File: config.mk
export PLATFORM = sky130hd
export DESIGN_NAME = pipeline_ifid_hazard
export DESIGN_NICKNAME = d
export VERILOG_FILES = /design/src/rtl/pipeline_ifid_hazard_pkg.sv /design/src/rtl/pipeline_ifid_hazard_irq_fsm.sv /design/src/rtl/pipeline_ifid_hazard.sv
export SDC_FILE = /design/constraint.sdc
export NUM_CORES = 1
export LEC_CHECK = 0
export CORE_UTILIZATION = 46
export CTS_BUF_LIST = sky130_fd_sc_hd__clkbuf_16
export CTS_CLUSTER_SIZE = 8
export DETAILED_ROUTE_END_ITERATION = 10
export PLACE_DENSITY = 0.91
export SYNTH_ARGS = -nofsm -noshare
export SYNTH_HDL_FRONTEND = slang
export SYNTH_SLANG_ARGS = --single-unit
File: constraint.sdc
create_clock -name clk -period 4.1 [get_ports clk]
set_input_delay 0.615 -clock clk [delete_from_list [all_inputs] [get_ports clk]]
set_output_delay 0.615 -clock clk [all_outputs]
set_load 0.05 [all_outputs]
File: src/rtl/pipeline_ifid_hazard_pkg.sv
// Shared definitions for the IF/ID register and hazard/interrupt controller:
// interrupt FSM encoding, IFID field positions and the flush word.
package pipeline_ifid_hazard_pkg;

    typedef enum logic [1:0] {
        IRQ_IDLE = 2'd0,
        IRQ_PEND = 2'd1,
        IRQ_TAKE = 2'd2
    } irq_state_t;

    localparam int IFID_RS_HI = 25;
    localparam int IFID_RS_LO = 21;
    localparam int IFID_RT_HI = 20;
    localparam int IFID_RT_LO = 16;
    localparam int IFID_PC_HI = 63;
    localparam int IFID_PC_LO = 32;

    localparam logic [31:0] NOP_WORD = 32'b0;

endpackage

File: src/rtl/pipeline_ifid_hazard_irq_fsm.sv
// Interrupt sequencer: IRQ rising-edge detect plus IDLE/PEND/TAKE FSM.
// IRQ_Take is combinational in the PEND cycle where the pipeline can accept it.
module hazard_irq_fsm
    import pipeline_ifid_hazard_pkg::*;
(
    input  logic clk,
    input  logic reset,
    input  logic IRQ,
    input  logic i_take_ok,
    output logic irq_pend,
    output logic IRQ_Take
);

    irq_state_t r_state;
    logic       r_irq_q;
    logic       w_rise;

    assign w_rise   = IRQ && !r_irq_q;
    assign irq_pend = (r_state == IRQ_PEND);
    assign IRQ_Take = !reset && irq_pend && i_take_ok;

    always_ff @(posedge clk) begin
        if (reset) begin
            r_state <= IRQ_IDLE;
            r_irq_q <= 1'b0;
        end else begin
            r_irq_q <= IRQ;
            case (r_state)
                IRQ_IDLE: if (w_rise) r_state <= IRQ_PEND;
                IRQ_PEND: if (i_take_ok) r_state <= IRQ_TAKE;
                // An edge arriving during entry queues a fresh request
                IRQ_TAKE: r_state <= w_rise ? IRQ_PEND : IRQ_IDLE;
                default:  r_state <= IRQ_IDLE;
            endcase
        end
    end

endmodule

File: src/rtl/pipeline_ifid_hazard.sv
// IF/ID register with load-use, branch/jump flush and interrupt-entry control.
// IFID is 1 cycle behind IF; Stall/PCWrite/IRQ_Take are combinational, same cycle.
module pipeline_ifid_hazard
    import pipeline_ifid_hazard_pkg::*;
#(
    parameter int CNT_W = 16
) (
    input  logic             clk,
    input  logic             reset,
    input  logic [31:0]      PC_plus4,
    input  logic [31:0]      Instr,
    input  logic             IDEX_MemRd,
    input  logic [4:0]       IDEX_Rt,
    input  logic             EX_BranchTaken,
    input  logic             ID_Jump,
    input  logic             IRQ,
    output logic [63:0]      IFID,
    output logic             IFID_Valid,
    output logic             PCWrite,
    output logic             Stall,
    output logic             IRQ_Take,
    output logic [CNT_W-1:0] BubbleCnt
);

    localparam logic [CNT_W-1:0] CNT_ONE = {{(CNT_W-1){1'b0}}, 1'b1};

    logic [63:0]      r_ifid;
    logic             r_valid;
    logic [CNT_W-1:0] r_bubble_cnt;

    logic [4:0] w_rs;
    logic [4:0] w_rt;
    logic       w_load_use;
    logic       w_take_ok;
    logic       w_irq_pend;

    assign w_rs = r_ifid[IFID_RS_HI:IFID_RS_LO];
    assign w_rt = r_ifid[IFID_RT_HI:IFID_RT_LO];

    assign w_load_use = IDEX_MemRd && (IDEX_Rt != 5'd0) && r_valid &&
                        ((IDEX_Rt == w_rs) || (IDEX_Rt == w_rt));

    // Only a valid sequential instruction may become the EPC source
    assign w_take_ok = !EX_BranchTaken && !w_load_use && !ID_Jump && r_valid;

    hazard_irq_fsm u_fsm (
        .clk       (clk),
        .reset     (reset),
        .IRQ       (IRQ),
        .i_take_ok (w_take_ok),
        .irq_pend  (w_irq_pend),
        .IRQ_Take  (IRQ_Take)
    );

    assign Stall   = reset || EX_BranchTaken || w_load_use;
    assign PCWrite = !reset && (EX_BranchTaken || !w_load_use);

    always_ff @(posedge clk) begin
        if (reset) begin
            r_ifid       <= {NOP_WORD, NOP_WORD};
            r_valid      <= 1'b0;
            r_bubble_cnt <= '0;
        end else if (EX_BranchTaken) begin
            r_ifid  <= {NOP_WORD, NOP_WORD};
            r_valid <= 1'b0;
        end else if (w_load_use) begin
            if (r_bubble_cnt != '1) r_bubble_cnt <= r_bubble_cnt + CNT_ONE;
        end else if (ID_Jump || (w_irq_pend && r_valid)) begin
            r_ifid  <= {NOP_WORD, NOP_WORD};
            r_valid <= 1'b0;
        end else begin
            r_ifid[IFID_PC_HI:IFID_PC_LO] <= PC_plus4;
            r_ifid[31:0]                  <= Instr;
            r_valid                       <= 1'b1;
        end
    end

    assign IFID       = r_ifid;
    assign IFID_Valid = r_valid;
    assign BubbleCnt  = r_bubble_cnt;

endmodule

# Word level (Yosys, flattened, before mapping)
# Cells that the tools add are included.
[word_totals]
ff_bits = 84
input_bits = 75
wordCells = 46
[op_classes]
add_sub_neg = 1
n_eq_ne = 7
mux = 6
n_bitwise = 1
n_reduce_logical = 26
[op_table]
columns = ["cell", "count"]
rows = [
  ["two-way mux 64 bit", 1],
  ["adder 16 x 1 -> 16 bit, second input constant", 1],
  ["inequality test 16 bit, second input constant", 1],
  ["logical AND 1 bit", 11],
  ["equality test 5 bit", 2],
  ["one-hot mux 2 bit (3 select lines)", 1],
  ["logical NOT 1 bit", 5],
  ["logical OR 1 bit", 5],
  ["nonzero test 5 bit", 1],
  ["two-way mux 2 bit", 2],
  ["inequality test 2 x 1 -> 1 bit, second input constant", 2],
  ["AND reduction 3 bit", 1],
  ["equality test 2 x 1 -> 1 bit, second input constant", 1],
  ["equality test 2 bit, second input constant", 1],
  ["logical NOT 2 bit", 1],
  ["two-way mux 1 bit", 2],
  ["AND reduction 2 bit", 1],
  ["OR reduction 2 bit", 1],
  ["inverter 1 bit", 1],
]

# Longest topological paths before layout
# Gate-level depths: netlist of run 1.
[depth]
word_depth = 10
ltp_mapped = 7
depth_no_buf = 6

# Hierarchy
# A second synthesis of run 1 with hierarchy kept.
[unflattened]
hier_cells = 420
hier_area_um2 = 3802.4
[by_module_without_submodules]
columns = ["module", "instances", "cells_each", "area_per_inst_um2", "seq_area_each_um2"]
rows = [
  ["pipeline_ifid_hazard", 1, 410, 3678.5, 1621.6],
  ["hazard_irq_fsm", 1, 10, 123.9, 60.1],
]

# Worst setup path before layout of run 1
# OpenSTA, ideal clock, no wires.
[synth_timing]
path_type = "register -> output"
start = "register r_ifid[18] (netlist: IFID[18])"
end = "output port IRQ_Take"
t_arrival_ns = 2.278
slack_ns = 1.207
path_stages_with_launch = 8
n_path_buf = 2
cell_sequence = "dfxtp_1 > xor2_1 > nor3_1 > a22oi_1 > nand2b_1 > buf_2 > buf_4 > and4b_1"
[synth_between]
elab_chain_cells = 8
[synth_rtl]
columns = ["item", "line", "source"]
rows = [
  ["start: declaration", "pipeline_ifid_hazard.sv:27", "logic [63:0] r_ifid;"],
  ["start signal: assignment", "pipeline_ifid_hazard.sv:60", "r_ifid <= {NOP_WORD, NOP_WORD};"],
  ["start signal: assignment", "pipeline_ifid_hazard.sv:64", "r_ifid <= {NOP_WORD, NOP_WORD};"],
  ["start signal: assignment", "pipeline_ifid_hazard.sv:69", "r_ifid <= {NOP_WORD, NOP_WORD};"],
  ["equality test 5 bit", "pipeline_ifid_hazard.sv:41", "((IDEX_Rt == w_rs) || (IDEX_Rt == w_rt));"],
  ["logical OR 1 bit", "pipeline_ifid_hazard.sv:41", ""],
  ["logical AND 1 bit", "pipeline_ifid_hazard.sv:40", "assign w_load_use = IDEX_MemRd && (IDEX_Rt != 5'd0) && r_valid &&"],
  ["logical NOT 1 bit", "pipeline_ifid_hazard.sv:44", "assign w_take_ok = !EX_BranchTaken && !w_load_use && !ID_Jump && r_valid;"],
  ["logical AND 1 bit (3 in series)", "pipeline_ifid_hazard.sv:44", ""],
  ["logical AND 1 bit", "pipeline_ifid_hazard_irq_fsm.sv:20", "assign IRQ_Take = !reset && irq_pend && i_take_ok;"],
  ["end: declaration", "pipeline_ifid_hazard.sv:21", "output logic IRQ_Take,"],
]
# Every way passes these cells.

# Final worst setup path of run 1
[layout_timing]
start = "input port IDEX_Rt[0]"
end = "output port IRQ_Take"
[layout_between]
elab_chain_cells = 9
word_cells_on_any_way = 12
cone_classes = "eq/ne: 2; reduce/logical: 10"
[layout_rtl]
columns = ["item", "line", "source"]
rows = [
  ["start: declaration", "pipeline_ifid_hazard.sv:13", "input logic [4:0] IDEX_Rt,"],
  ["nonzero test 5 bit", "pipeline_ifid_hazard.sv:40", ""],
  ["logical AND 1 bit (2 in series)", "pipeline_ifid_hazard.sv:40", ""],
  ["logical AND 1 bit (*)", "pipeline_ifid_hazard.sv:40", ""],
  ["logical NOT 1 bit (*)", "pipeline_ifid_hazard.sv:44", ""],
  ["logical AND 1 bit (*) (3 in series)", "pipeline_ifid_hazard.sv:44", ""],
  ["logical AND 1 bit (*)", "pipeline_ifid_hazard_irq_fsm.sv:20", ""],
]
# Every way passes the cells marked *; elsewhere a longest branch is shown, timed or not.

==> run_summary.xml, run 1 <==
<?xml version="1.0" encoding="UTF-8"?>
<metrics>
  <group name="sta">
    <metric name="final_min_period_over_clock_period" unit="">0.805</metric>
    <metric name="max_freq" unit="MHz">303</metric>
    <metric name="worst-slew-pin-transition" unit="ns">0.535</metric>
    <metric name="fin_tns_setup" unit="ns">0</metric>
    <metric name="worst_slew_margin_rel" unit="">0.642</metric>
    <metric name="timing.final.hold_violations" unit="">0</metric>
    <metric name="final_max_slew_viol_count" unit="">0</metric>
    <metric name="rsz_0062_raised_after_global_routing" unit="">false</metric>
    <metric name="timing.final.setup_violations" unit="">0</metric>
    <metric name="layout_min_cycle_time" unit="ns">3.30</metric>
    <metric name="clock_skew" unit="ns">0.00913</metric>
  </group>
  <group name="logic_synthesis">
    <metric name="synth.avg_cell_area" unit="sq um">8.82</metric>
    <metric name="syn-num-nets" unit="">498</metric>
    <metric name="async_flop_share" unit="">0</metric>
    <metric name="synthDistinctLibCells" unit="">42</metric>
    <metric name="yosysTopAreaCell" unit="">dfxtp_1</metric>
    <metric name="synth-edff-count" unit="">0</metric>
    <metric name="yosysTopAreaCellShare" unit="">0.452</metric>
    <metric name="yosys_register_bits" unit="">84</metric>
    <metric name="synth_top_flop_cell" unit="">dfxtp_1</metric>
    <metric name="synth_seq_area_share" unit="">0.452</metric>
    <metric name="synth.area.top_cells" unit="">dfxtp_1 45%, mux2i_1 17%, nand2_1 14%</metric>
    <metric name="synthesis.instances" unit="">422</metric>
    <metric name="synth.cell_area" unit="sq um">3720</metric>
    <metric name="total_number_of_yosys_warnings" unit="">0</metric>
  </group>
  <group name="worst_setup_path">
    <metric name="worst_r2r_startpoint" unit="">BubbleCnt[0]</metric>
    <metric name="slowest_stage_cell_crit_path" unit="">clkdlybuf4s50_1</metric>
    <metric name="timing.setup.critical_path_class" unit="">input port to primary output</metric>
    <metric name="critPathTopFamily" unit="">simple AND/OR/NAND/NOR gates</metric>
    <metric name="cp_data_required_time" unit="ns">3.48</metric>
    <metric name="critical_path_peak_fanout" unit="">15</metric>
    <metric name="worst_ep_arrival_time" unit="ns">2.69</metric>
    <metric name="timing.critical_path.from_type" unit="">input port</metric>
    <metric name="end_kind" unit="">primary output</metric>
    <metric name="setup_crit_start" unit="">IDEX_Rt[0]</metric>
    <metric name="critical-path-max-stage-delay" unit="ns">0.48</metric>
    <metric name="path_cells" unit="">clkdlybuf4s50_1, or3_1, o311a_1, nand2b_4, and4b_1, buf_12</metric>
    <metric name="worstPathBufferInverterCount" unit="">2</metric>
  </group>
  <group name="final_layout">
    <metric name="layout.core_utilization" unit="">0.733</metric>
    <metric name="antenna_cells" unit="">0</metric>
    <metric name="final_net_count" unit="">648</metric>
    <metric name="layout-drive-gt1-share" unit="">0.0676</metric>
    <metric name="area_delta_synth_final" unit="%">53.1</metric>
  </group>
  <group name="pwr">
    <metric name="power.combinational.fraction" unit="">0.133</metric>
    <metric name="power_switching" unit="uW">468</metric>
    <metric name="p_leak" unit="uW">0.00243</metric>
    <metric name="share_clk_of_total_power" unit="">0.418</metric>
    <metric name="netSwitchingFraction" unit="">0.248</metric>
    <metric name="power.internal" unit="uW">1420</metric>
    <metric name="seq_power_share" unit="">0.449</metric>
    <metric name="power" unit="uW">1890</metric>
    <metric name="vdd.ir_drop.worst" unit="V">0.000211</metric>
    <metric name="power_density" unit="nW/um^2">331</metric>
  </group>
  <group name="detailed_routing">
    <metric name="wl_per_cell" unit="um">15.4</metric>
    <metric name="detail_route.wirelength" unit="mm">10.5</metric>
    <metric name="dr.first_iter.drc_count" unit="">160</metric>
    <metric name="dr.pass1.iters" unit="">4</metric>
    <metric name="antenna_violating_nets_post_route" unit="">0</metric>
    <metric name="detail_route.drc_violations" unit="">0</metric>
    <metric name="drt-vias-per-instance" unit="">5.24</metric>
    <metric name="vias" unit="">3557</metric>
  </group>
  <group name="place">
    <metric name="numPortBuffers" unit="">158</metric>
    <metric name="gp_congestion" unit="">0.814</metric>
    <metric name="dp_hpwl" unit="mm">7.44</metric>
  </group>
  <group name="cts">
    <metric name="numClockSinks" unit="">84</metric>
    <metric name="number_of_buffers_created_by_cts" unit="">9</metric>
    <metric name="cts.repair_timing.setup_buffer_count" unit="">0</metric>
    <metric name="clock-root-buffer" unit="">clkbuf_16</metric>
    <metric name="tritoncts_clock_tree" unit="">yes</metric>
    <metric name="cts-htree-levels" unit="">3</metric>
    <metric name="ctsResizeCount" unit="">0</metric>
    <metric name="cts_hold_buffers" unit="">0</metric>
    <metric name="worstSkewPairLatency" unit="ns">0.33</metric>
    <metric name="cts.path.max_buffers" unit="">2</metric>
    <metric name="clk_pin_slew_worst_paths" unit="ns">0.06</metric>
  </group>
  <group name="die">
    <metric name="fp.coreArea" unit="sq um">7770</metric>
    <metric name="pin_count" unit="">159</metric>
    <metric name="initial_core_utilization" unit="">0.479</metric>
    <metric name="die-height" unit="um">91.9</metric>
    <metric name="die_outline_area" unit="sq um">8450</metric>
    <metric name="die_width" unit="um">91.9</metric>
    <metric name="core.rowCount" unit="">32</metric>
  </group>
  <group name="worst_hold_path">
    <metric name="hp-start" unit="">IFID[42]</metric>
    <metric name="hold_path.class" unit="">flop to flop</metric>
  </group>
  <group name="outcome">
    <metric name="run_status" unit="">finished clean</metric>
  </group>
  <group name="flow_run">
    <metric name="max_cap_violations" unit="">0</metric>
  </group>
  <group name="global_routing">
    <metric name="global_route_wire_length_before_repair" unit="mm">17.1</metric>
    <metric name="global_route.usage.total" unit="">0.253</metric>
    <metric name="grt_start_max_net_pins" unit="">37</metric>
    <metric name="grt_remaining_overflow" unit="">0</metric>
    <metric name="grt_antenna_before_repair" unit="">0</metric>
    <metric name="vias_in_the_first_global_route" unit="">3588</metric>
  </group>
</metrics>
## cell usage in the layout, fill, tap and decap left out, types with 4 or more instances in the layout
cell type        netlist  layout
o31ai_1                4       4
o21ai_0                5       5
buf_4                  7      10
mux2_2                 5       5
dfxtp_1               84      84
mux2i_1               64      64
inv_1                  4       5
or3_1                  6       6
or4_1                  4       4
nand3_1                8       8
xor2_1                10      10
nand2_1              135     135
clkdlybuf4s50_1        0     155
a21oi_1               10      10
clkbuf_16              0       9
nor2_1                10       9
nor2b_1                6       6
## registers in the layout, indices dropped and copies added (netlist names)
| name | flops |
|---|---|
| u_fsm.r_state | 2 |
| IFID_Valid | 1 |
| BubbleCnt | 16 |
| IFID | 64 |
| u_fsm.r_irq_q | 1 |
## final cells by class
cell class,instances,area (sq um)
timing repair buffer,167,1670
clock inverter,7,66.3
fill,580,2070
multi-input combinational,306,1910
clock buffer,9,225
tap,102,128
sequential,84,1680
inverter,4,15.0
## cell usage after synthesis (3+ instances only)
master / n
a21oi_1: 10
and3_1: 3
and4b_1: 3
buf_4: 7
clkbuf_1: 19
dfxtp_1: 84
inv_1: 4
mux2_2: 5
mux2i_1: 64
nand2_1: 135
nand3_1: 8
nand4_1: 3
nor2_1: 10
nor2b_1: 6
nor3_1: 3
nor4_1: 3
o21ai_0: 5
o31ai_1: 4
or3_1: 6
or4_1: 4
xor2_1: 10
## power groups by stage
stage / clock (uW) / sequential, uW / combinational, uW
after floorplan: 0 / 924 / 59.8
after global placement: 0 / 864 / 245
after detailed placement: 0 / 865 / 250
after CTS: 807 / 847 / 251
after global routing: 846 / 849 / 265
final: 790 / 847 / 251
## cell families (layout without fill, tap and decap cells)
logic type | after synthesis | count (layout) | synth area share
muxes | 69 | 69 | 0.187
adders and majority gates | 1 | 1 | 0.00336
xor gates and xnor gates | 10 | 10 | 0.0235
buffers and inverters | 32 | 187 | 0.0400
DFF | 84 | 84 | 0.452
and+or+nand+nor | 198 | 198 | 0.244
AOI/OAI and AO/OA | 28 | 28 | 0.0494
## through the flow
step / setup WS, ns / hold WS, ns / cell area [sq um] / std cells
floorplan: 1.21 / 0.528 / 3720 / 422
global placement: 0.866 / 0.441 / 5410 / 663
detailed placement: 0.822 / 0.448 / 5410 / 663
CTS: 0.811 / 0.459 / 5700 / 679
global route: 0.702 / 0.472 / 5700 / 679
finish: 0.797 / 0.456 / 5700 / 679
## path summary, 6_finish.rpt
| check | cells past startpoint | endpoint | slack [ns] |
|---|---|---|---|
| worst max-delay path | 6 | IRQ_Take | 0.80 |
| worst min-delay path | 2 | IFID[42] | 0.46 |
| worst max register to register | 6 | BubbleCnt[13] | 1.89 |
| worst min register to register | 2 | IFID[42] | 0.46 |
## worst reg2reg max path: cells and delay by family (launching register included)
| kind | cells | cell delay (ns) |
|---|---|---|
| simple gates | 4 | 1.14 |
| mux | 1 | 0.38 |
| flops | 1 | 0.35 |
| fa+ha+maj | 1 | 0.24 |
## metal layers
metal	share of wire	routed length [um]	GRT usage
met5	0	0	0
met4	0.021	219	0.103
met3	0.060	624	0.0489
met2	0.51	5370	0.454
met1	0.41	4240	0.293
No activity file was read; power rests on OpenSTA's default activity.
==> run 2: changes to the inputs <==
CORE_UTILIZATION = 38   (was 46)
PLACE_DENSITY = 0.81   (was 0.91)
clock period = 2.74 ns   (was 4.1 ns; I/O delays follow)
==> run_summary.xml, run 2 (synthesis gave the netlist of run 1 again) <==
<?xml version="1.0" encoding="UTF-8"?>
<metrics>
  <group name="worst_setup_path">
    <metric name="critical-path-max-stage-delay" unit="ns">0.48</metric>
    <metric name="timing.critical_path.from_type" unit="">input port</metric>
    <metric name="slowest_stage_cell_crit_path" unit="">clkdlybuf4s50_1</metric>
    <metric name="cp_data_required_time" unit="ns">2.33</metric>
    <metric name="timing.setup.critical_path_class" unit="">input port to primary output</metric>
    <metric name="critical_path_peak_fanout" unit="">5</metric>
    <metric name="worst_r2r_startpoint" unit="">BubbleCnt[0]</metric>
    <metric name="end_kind" unit="">primary output</metric>
    <metric name="setup_crit_start" unit="">IDEX_Rt[0]</metric>
    <metric name="path_cells" unit="">clkdlybuf4s50_1, or3_1, o311a_1, nand2b_4, and4b_1, buf_12</metric>
    <metric name="worst_ep_arrival_time" unit="ns">2.19</metric>
    <metric name="setup.reg_to_reg.worst_slack" unit="ns">0.57</metric>
  </group>
  <group name="final_layout">
    <metric name="final_cell_mix" unit="">155 x clkdlybuf4s50_1, 135 x nand2_1, 84 x dfxtp_1, 64 x mux2i_1, 12 x buf_4</metric>
    <metric name="final_common_cell" unit="">clkdlybuf4s50_1</metric>
    <metric name="area_delta_synth_final" unit="%">54.1</metric>
    <metric name="nFillCells" unit="">823</metric>
    <metric name="area.sequential" unit="sq um">1680</metric>
    <metric name="largest_register_ffs" unit="">64</metric>
    <metric name="antenna_cells" unit="">0</metric>
    <metric name="final_net_count" unit="">651</metric>
    <metric name="layout-drive-gt1-share" unit="">0.0725</metric>
    <metric name="multiInputGateArea" unit="sq um">1910</metric>
  </group>
  <group name="pwr">
    <metric name="power.combinational.fraction" unit="">0.139</metric>
    <metric name="seq_power_share" unit="">0.468</metric>
    <metric name="power_switching" unit="uW">683</metric>
    <metric name="power_density" unit="nW/um^2">473</metric>
    <metric name="netSwitchingFraction" unit="">0.252</metric>
    <metric name="vdd.ir_drop.worst" unit="V">0.000333</metric>
    <metric name="power" unit="uW">2710</metric>
    <metric name="p_leak" unit="uW">0.00244</metric>
    <metric name="power.internal" unit="uW">2030</metric>
    <metric name="share_clk_of_total_power" unit="">0.393</metric>
  </group>
  <group name="detailed_routing">
    <metric name="wl_per_cell" unit="um">14.3</metric>
    <metric name="antenna_violating_nets_post_route" unit="">0</metric>
    <metric name="detail_route.drc_violations" unit="">0</metric>
    <metric name="vias" unit="">3543</metric>
    <metric name="dr.pass1.iters" unit="">4</metric>
    <metric name="dr.first_iter.drc_count" unit="">74</metric>
    <metric name="drt-vias-per-instance" unit="">5.00</metric>
    <metric name="detail_route.wirelength" unit="mm">10.1</metric>
  </group>
  <group name="die">
    <metric name="initial_core_utilization" unit="">0.397</metric>
    <metric name="die_width" unit="um">101</metric>
    <metric name="die-height" unit="um">101</metric>
    <metric name="core.rowCount" unit="">35</metric>
    <metric name="die_outline_area" unit="sq um">10200</metric>
    <metric name="pin_count" unit="">159</metric>
    <metric name="fp.coreArea" unit="sq um">9370</metric>
  </group>
  <group name="outcome">
    <metric name="run_status" unit="">finished clean</metric>
  </group>
  <group name="cts">
    <metric name="cts_hold_buffers" unit="">0</metric>
    <metric name="cts-htree-levels" unit="">3</metric>
    <metric name="worstSkewPairLatency" unit="ns">0.33</metric>
    <metric name="numClockSinks" unit="">84</metric>
    <metric name="clk_pin_slew_worst_paths" unit="ns">0.06</metric>
    <metric name="clock-root-buffer" unit="">clkbuf_16</metric>
    <metric name="ctsResizeCount" unit="">0</metric>
    <metric name="cts.repair_timing.setup_buffer_count" unit="">0</metric>
    <metric name="tritoncts_clock_tree" unit="">yes</metric>
    <metric name="number_of_buffers_created_by_cts" unit="">9</metric>
    <metric name="cts.path.max_buffers" unit="">2</metric>
  </group>
  <group name="place">
    <metric name="dp_hpwl" unit="mm">7.31</metric>
    <metric name="numPortBuffers" unit="">158</metric>
    <metric name="gp_congestion" unit="">0.773</metric>
  </group>
  <group name="sta">
    <metric name="max_freq" unit="MHz">384</metric>
    <metric name="rsz_0062_raised_after_global_routing" unit="">false</metric>
    <metric name="layout_min_cycle_time" unit="ns">2.61</metric>
    <metric name="timing.final.hold_violations" unit="">0</metric>
    <metric name="worst-slew-pin-transition" unit="ns">0.525</metric>
    <metric name="final_min_period_over_clock_period" unit="">0.951</metric>
    <metric name="timing.final.setup_violations" unit="">0</metric>
    <metric name="worst_slew_margin_rel" unit="">0.649</metric>
    <metric name="final_max_slew_viol_count" unit="">0</metric>
    <metric name="clock_skew" unit="ns">0.00663</metric>
    <metric name="fin_tns_setup" unit="ns">0</metric>
  </group>
  <group name="worst_hold_path">
    <metric name="hp-start" unit="">IFID[2]</metric>
    <metric name="hold_path.class" unit="">flop to flop</metric>
  </group>
  <group name="global_routing">
    <metric name="grt_start_max_net_pins" unit="">61</metric>
    <metric name="vias_in_the_first_global_route" unit="">3520</metric>
    <metric name="global_route_wire_length_before_repair" unit="mm">16.4</metric>
    <metric name="grt_antenna_before_repair" unit="">0</metric>
    <metric name="global_route.usage.total" unit="">0.201</metric>
    <metric name="grt_remaining_overflow" unit="">0</metric>
  </group>
  <group name="flow_run">
    <metric name="max_cap_violations" unit="">0</metric>
  </group>
</metrics>
## run 2: changes by cell type in the layout (fill, tap and decap cells not counted)
cell       change
buf_4          +2
clkinv_2       +2
clkinv_1       -1
buf_12         +1
inv_6          -1
bufinv_16      -1
## run 2: per-layer routing
metal,global-route usage,vias to the layer above,part of all wire
met1,0.228,1678,0.41
met5,0,-,0
met3,0.0638,14,0.078
met2,0.359,110,0.49
met4,0.0647,0,0.016
li1,-,1741,-
## run 2: per-stage QoR
stage | std cells | area (sq um) | utilization | hold slack (ns) | worst slack (ns)
6_report | 708 | 5730 | 0.612 | 0.454 | 0.134
3_5_place_dp | 693 | 5470 | 0.584 | 0.449 | 0.130
2_1_floorplan | 422 | 3720 | - | 0.528 | 0.0513
4_1_cts | 708 | 5730 | 0.612 | 0.456 | 0.126
3_3_place_gp | 693 | 5470 | 0.584 | 0.441 | 0.175
5_1_grt | 708 | 5730 | 0.612 | 0.473 | 0.0758
## run 2: power groups by stage
stage               sequential (uW)  combinational (uW)  clock (uW)
global placement               1290                 371           0
CTS                            1270                 380        1090
finish                         1270                 377        1060
floorplan                      1380                89.5           0
detailed placement             1290                 378           0
global route                   1270                 399        1150
## run 2: layout make-up
| class | count | area share |
|---|---|---|
| Timing Repair Buffer | 170 | 0.297 |
| Sequential cell | 84 | 0.293 |
| Clock buffer | 9 | 0.0393 |
| Inverter | 4 | 0.00262 |
| Tap cell | 129 | 0.0282 |
| Multi-Input combinational cell | 306 | 0.334 |
| Clock inverter | 6 | 0.00589 |
## run 2: critical path: cells and delay by family
| kind | cells | cell delay (ns) |
|---|---|---|
| buffers and inverters | 2 | 0.63 |
| and+or+nand+nor | 3 | 0.80 |
| AOI/OAI and AO/OA | 1 | 0.35 |
## run 2: worst paths after layout
kind             endpoint  cells after the start
max reg2reg  BubbleCnt[5]                      6
min reg2reg       IFID[2]                      2
max              IRQ_Take                      6
min               IFID[2]                      2
==> run 3: changes to the inputs <==
CORE_UTILIZATION = 35   (was 38)
PLACE_DENSITY = 0.76   (was 0.81)
==> run_summary.xml, run 3 (synthesis gave the netlist of run 1 again) <==
<?xml version="1.0" encoding="UTF-8"?>
<metrics>
  <group name="cts">
    <metric name="clk_pin_slew_worst_paths" unit="ns">0.06</metric>
    <metric name="number_of_buffers_created_by_cts" unit="">9</metric>
    <metric name="numClockSinks" unit="">84</metric>
    <metric name="cts.path.max_buffers" unit="">2</metric>
    <metric name="cts_hold_buffers" unit="">0</metric>
    <metric name="cts-htree-levels" unit="">3</metric>
    <metric name="ctsResizeCount" unit="">0</metric>
    <metric name="clock-root-buffer" unit="">clkbuf_16</metric>
    <metric name="tritoncts_clock_tree" unit="">yes</metric>
    <metric name="cts.repair_timing.setup_buffer_count" unit="">0</metric>
    <metric name="worstSkewPairLatency" unit="ns">0.33</metric>
  </group>
  <group name="sta">
    <metric name="layout_min_cycle_time" unit="ns">2.59</metric>
    <metric name="timing.final.hold_violations" unit="">0</metric>
    <metric name="final_min_period_over_clock_period" unit="">0.945</metric>
    <metric name="timing.final.setup_violations" unit="">0</metric>
    <metric name="fin_tns_setup" unit="ns">0</metric>
    <metric name="rsz_0062_raised_after_global_routing" unit="">false</metric>
    <metric name="worst-slew-pin-transition" unit="ns">0.537</metric>
    <metric name="max_freq" unit="MHz">386</metric>
    <metric name="worst_slew_margin_rel" unit="">0.641</metric>
    <metric name="clock_skew" unit="ns">0.00868</metric>
    <metric name="final_max_slew_viol_count" unit="">0</metric>
  </group>
  <group name="detailed_routing">
    <metric name="detail_route.drc_violations" unit="">0</metric>
    <metric name="detail_route.wirelength" unit="mm">10.1</metric>
    <metric name="antenna_violating_nets_post_route" unit="">0</metric>
    <metric name="wl_per_cell" unit="um">14.2</metric>
    <metric name="vias" unit="">3499</metric>
    <metric name="dr.pass1.iters" unit="">4</metric>
    <metric name="dr.first_iter.drc_count" unit="">127</metric>
    <metric name="drt-vias-per-instance" unit="">4.90</metric>
  </group>
  <group name="pwr">
    <metric name="power.internal" unit="uW">2120</metric>
    <metric name="power" unit="uW">2820</metric>
    <metric name="power_density" unit="nW/um^2">488</metric>
    <metric name="p_leak" unit="uW">0.00244</metric>
    <metric name="vdd.ir_drop.worst" unit="V">0.000234</metric>
    <metric name="share_clk_of_total_power" unit="">0.416</metric>
    <metric name="seq_power_share" unit="">0.450</metric>
    <metric name="netSwitchingFraction" unit="">0.247</metric>
    <metric name="power.combinational.fraction" unit="">0.134</metric>
    <metric name="power_switching" unit="uW">697</metric>
  </group>
  <group name="final_layout">
    <metric name="nFillCells" unit="">910</metric>
    <metric name="largest_register_ffs" unit="">64</metric>
    <metric name="antenna_cells" unit="">0</metric>
    <metric name="area_delta_synth_final" unit="%">55.1</metric>
    <metric name="final_net_count" unit="">650</metric>
    <metric name="final_common_cell" unit="">clkdlybuf4s50_1</metric>
    <metric name="final_cell_mix" unit="">155 x clkdlybuf4s50_1, 135 x nand2_1, 84 x dfxtp_1, 64 x mux2i_1</metric>
    <metric name="layout.core_utilization" unit="">0.559</metric>
    <metric name="layout-drive-gt1-share" unit="">0.0692</metric>
  </group>
  <group name="die">
    <metric name="die_width" unit="um">105</metric>
    <metric name="core.rowCount" unit="">37</metric>
    <metric name="die_outline_area" unit="sq um">11000</metric>
    <metric name="pin_count" unit="">159</metric>
    <metric name="initial_core_utilization" unit="">0.360</metric>
    <metric name="die-height" unit="um">105</metric>
    <metric name="fp.coreArea" unit="sq um">10300</metric>
  </group>
  <group name="worst_setup_path">
    <metric name="worst_ep_arrival_time" unit="ns">2.18</metric>
    <metric name="path_cells" unit="">clkdlybuf4s50_1, or3_1, o311a_1, nand2b_4, and4b_1, buf_12</metric>
    <metric name="end_kind" unit="">primary output</metric>
    <metric name="timing.setup.critical_path_class" unit="">input port to primary output</metric>
    <metric name="slowest_stage_cell_crit_path" unit="">clkdlybuf4s50_1</metric>
    <metric name="timing.critical_path.from_type" unit="">input port</metric>
    <metric name="critical_path_peak_fanout" unit="">5</metric>
    <metric name="setup.reg_to_reg.worst_slack" unit="ns">0.66</metric>
    <metric name="critical-path-max-stage-delay" unit="ns">0.47</metric>
    <metric name="cp_data_required_time" unit="ns">2.33</metric>
    <metric name="worst-r2r-cell-count" unit="">6</metric>
  </group>
  <group name="worst_hold_path">
    <metric name="worst_hold_path_depth" unit="">2</metric>
    <metric name="hold_path.class" unit="">flop to flop</metric>
  </group>
  <group name="place">
    <metric name="dp_hpwl" unit="mm">7.18</metric>
    <metric name="numPortBuffers" unit="">158</metric>
    <metric name="gp_congestion" unit="">0.881</metric>
  </group>
  <group name="flow_run">
    <metric name="max_cap_violations" unit="">0</metric>
  </group>
  <group name="outcome">
    <metric name="run_status" unit="">finished clean</metric>
  </group>
  <group name="global_routing">
    <metric name="global_route.usage.total" unit="">0.188</metric>
    <metric name="grt_remaining_overflow" unit="">0</metric>
    <metric name="grt_start_max_net_pins" unit="">56</metric>
    <metric name="vias_in_the_first_global_route" unit="">3531</metric>
    <metric name="grt_antenna_before_repair" unit="">0</metric>
    <metric name="global_route_wire_length_before_repair" unit="mm">16.9</metric>
  </group>
</metrics>
run 3: cell types whose count changed in the layout (fill, tap and decap cells not counted), sizes merged:
| cell | change |
|---|---|
| buf | -1 |
| bufinv | +1 |
| clkinv | -1 |
run 3: worst paths after layout:
check / startpoint / end
min reg2reg: IFID[7] / IFID[7]
max: IDEX_Rt[0] / IRQ_Take
max reg2reg: BubbleCnt[0] / BubbleCnt[13]
min: IFID[7] / IFID[7]
run 3: power by group through the flow:
| stage | logic, uW | registers, uW | clock network, uW |
|---|---|---|---|
| 2_1_floorplan | 89.5 | 1380 | 0 |
| 3_3_place_gp | 373 | 1290 | 0 |
| 3_5_place_dp | 378 | 1290 | 0 |
| 4_1_cts | 379 | 1270 | 1200 |
| 5_1_grt | 400 | 1270 | 1260 |
| 6_report | 377 | 1270 | 1170 |
run 3: routing by layer:
layer | vias up | GRT usage | wire (um) | share of wire
li1 | 1733 | - | - | -
met1 | 1635 | 0.231 | 4460 | 0.44
met2 | 112 | 0.312 | 4800 | 0.47
met3 | 19 | 0.0462 | 653 | 0.065
met4 | 0 | 0.0835 | 213 | 0.021
met5 | - | 0 | 0 | 0
run 3: layout make-up:
class | count | area, sq um | share of cell area
flip-flops and latches | 84 | 1680 | 0.291
well taps | 136 | 170 | 0.0295
inverters | 4 | 15.0 | 0.00260
clock buffers | 9 | 225 | 0.0390
repair buffers | 169 | 1710 | 0.296
clock inverters | 6 | 57.6 | 0.00997
multi-input cells | 306 | 1910 | 0.332
run 3: worst max-delay path: cells and delay by family:
family / cells / cell delay [ns]
compound gates: 1 / 0.35
simple gates: 3 / 0.80
buf+inv: 2 / 0.62
run 3: per-stage QoR:
stage	setup slack [ns]	cells	hold slack (ns)	area, sq um
floorplan	0.0513	422	0.528	3720
global placement	0.182	699	0.442	5490
detailed placement	0.146	699	0.446	5490
CTS	0.146	714	0.456	5770
global route	0.0985	714	0.470	5770
finish	0.150	714	0.455	5770
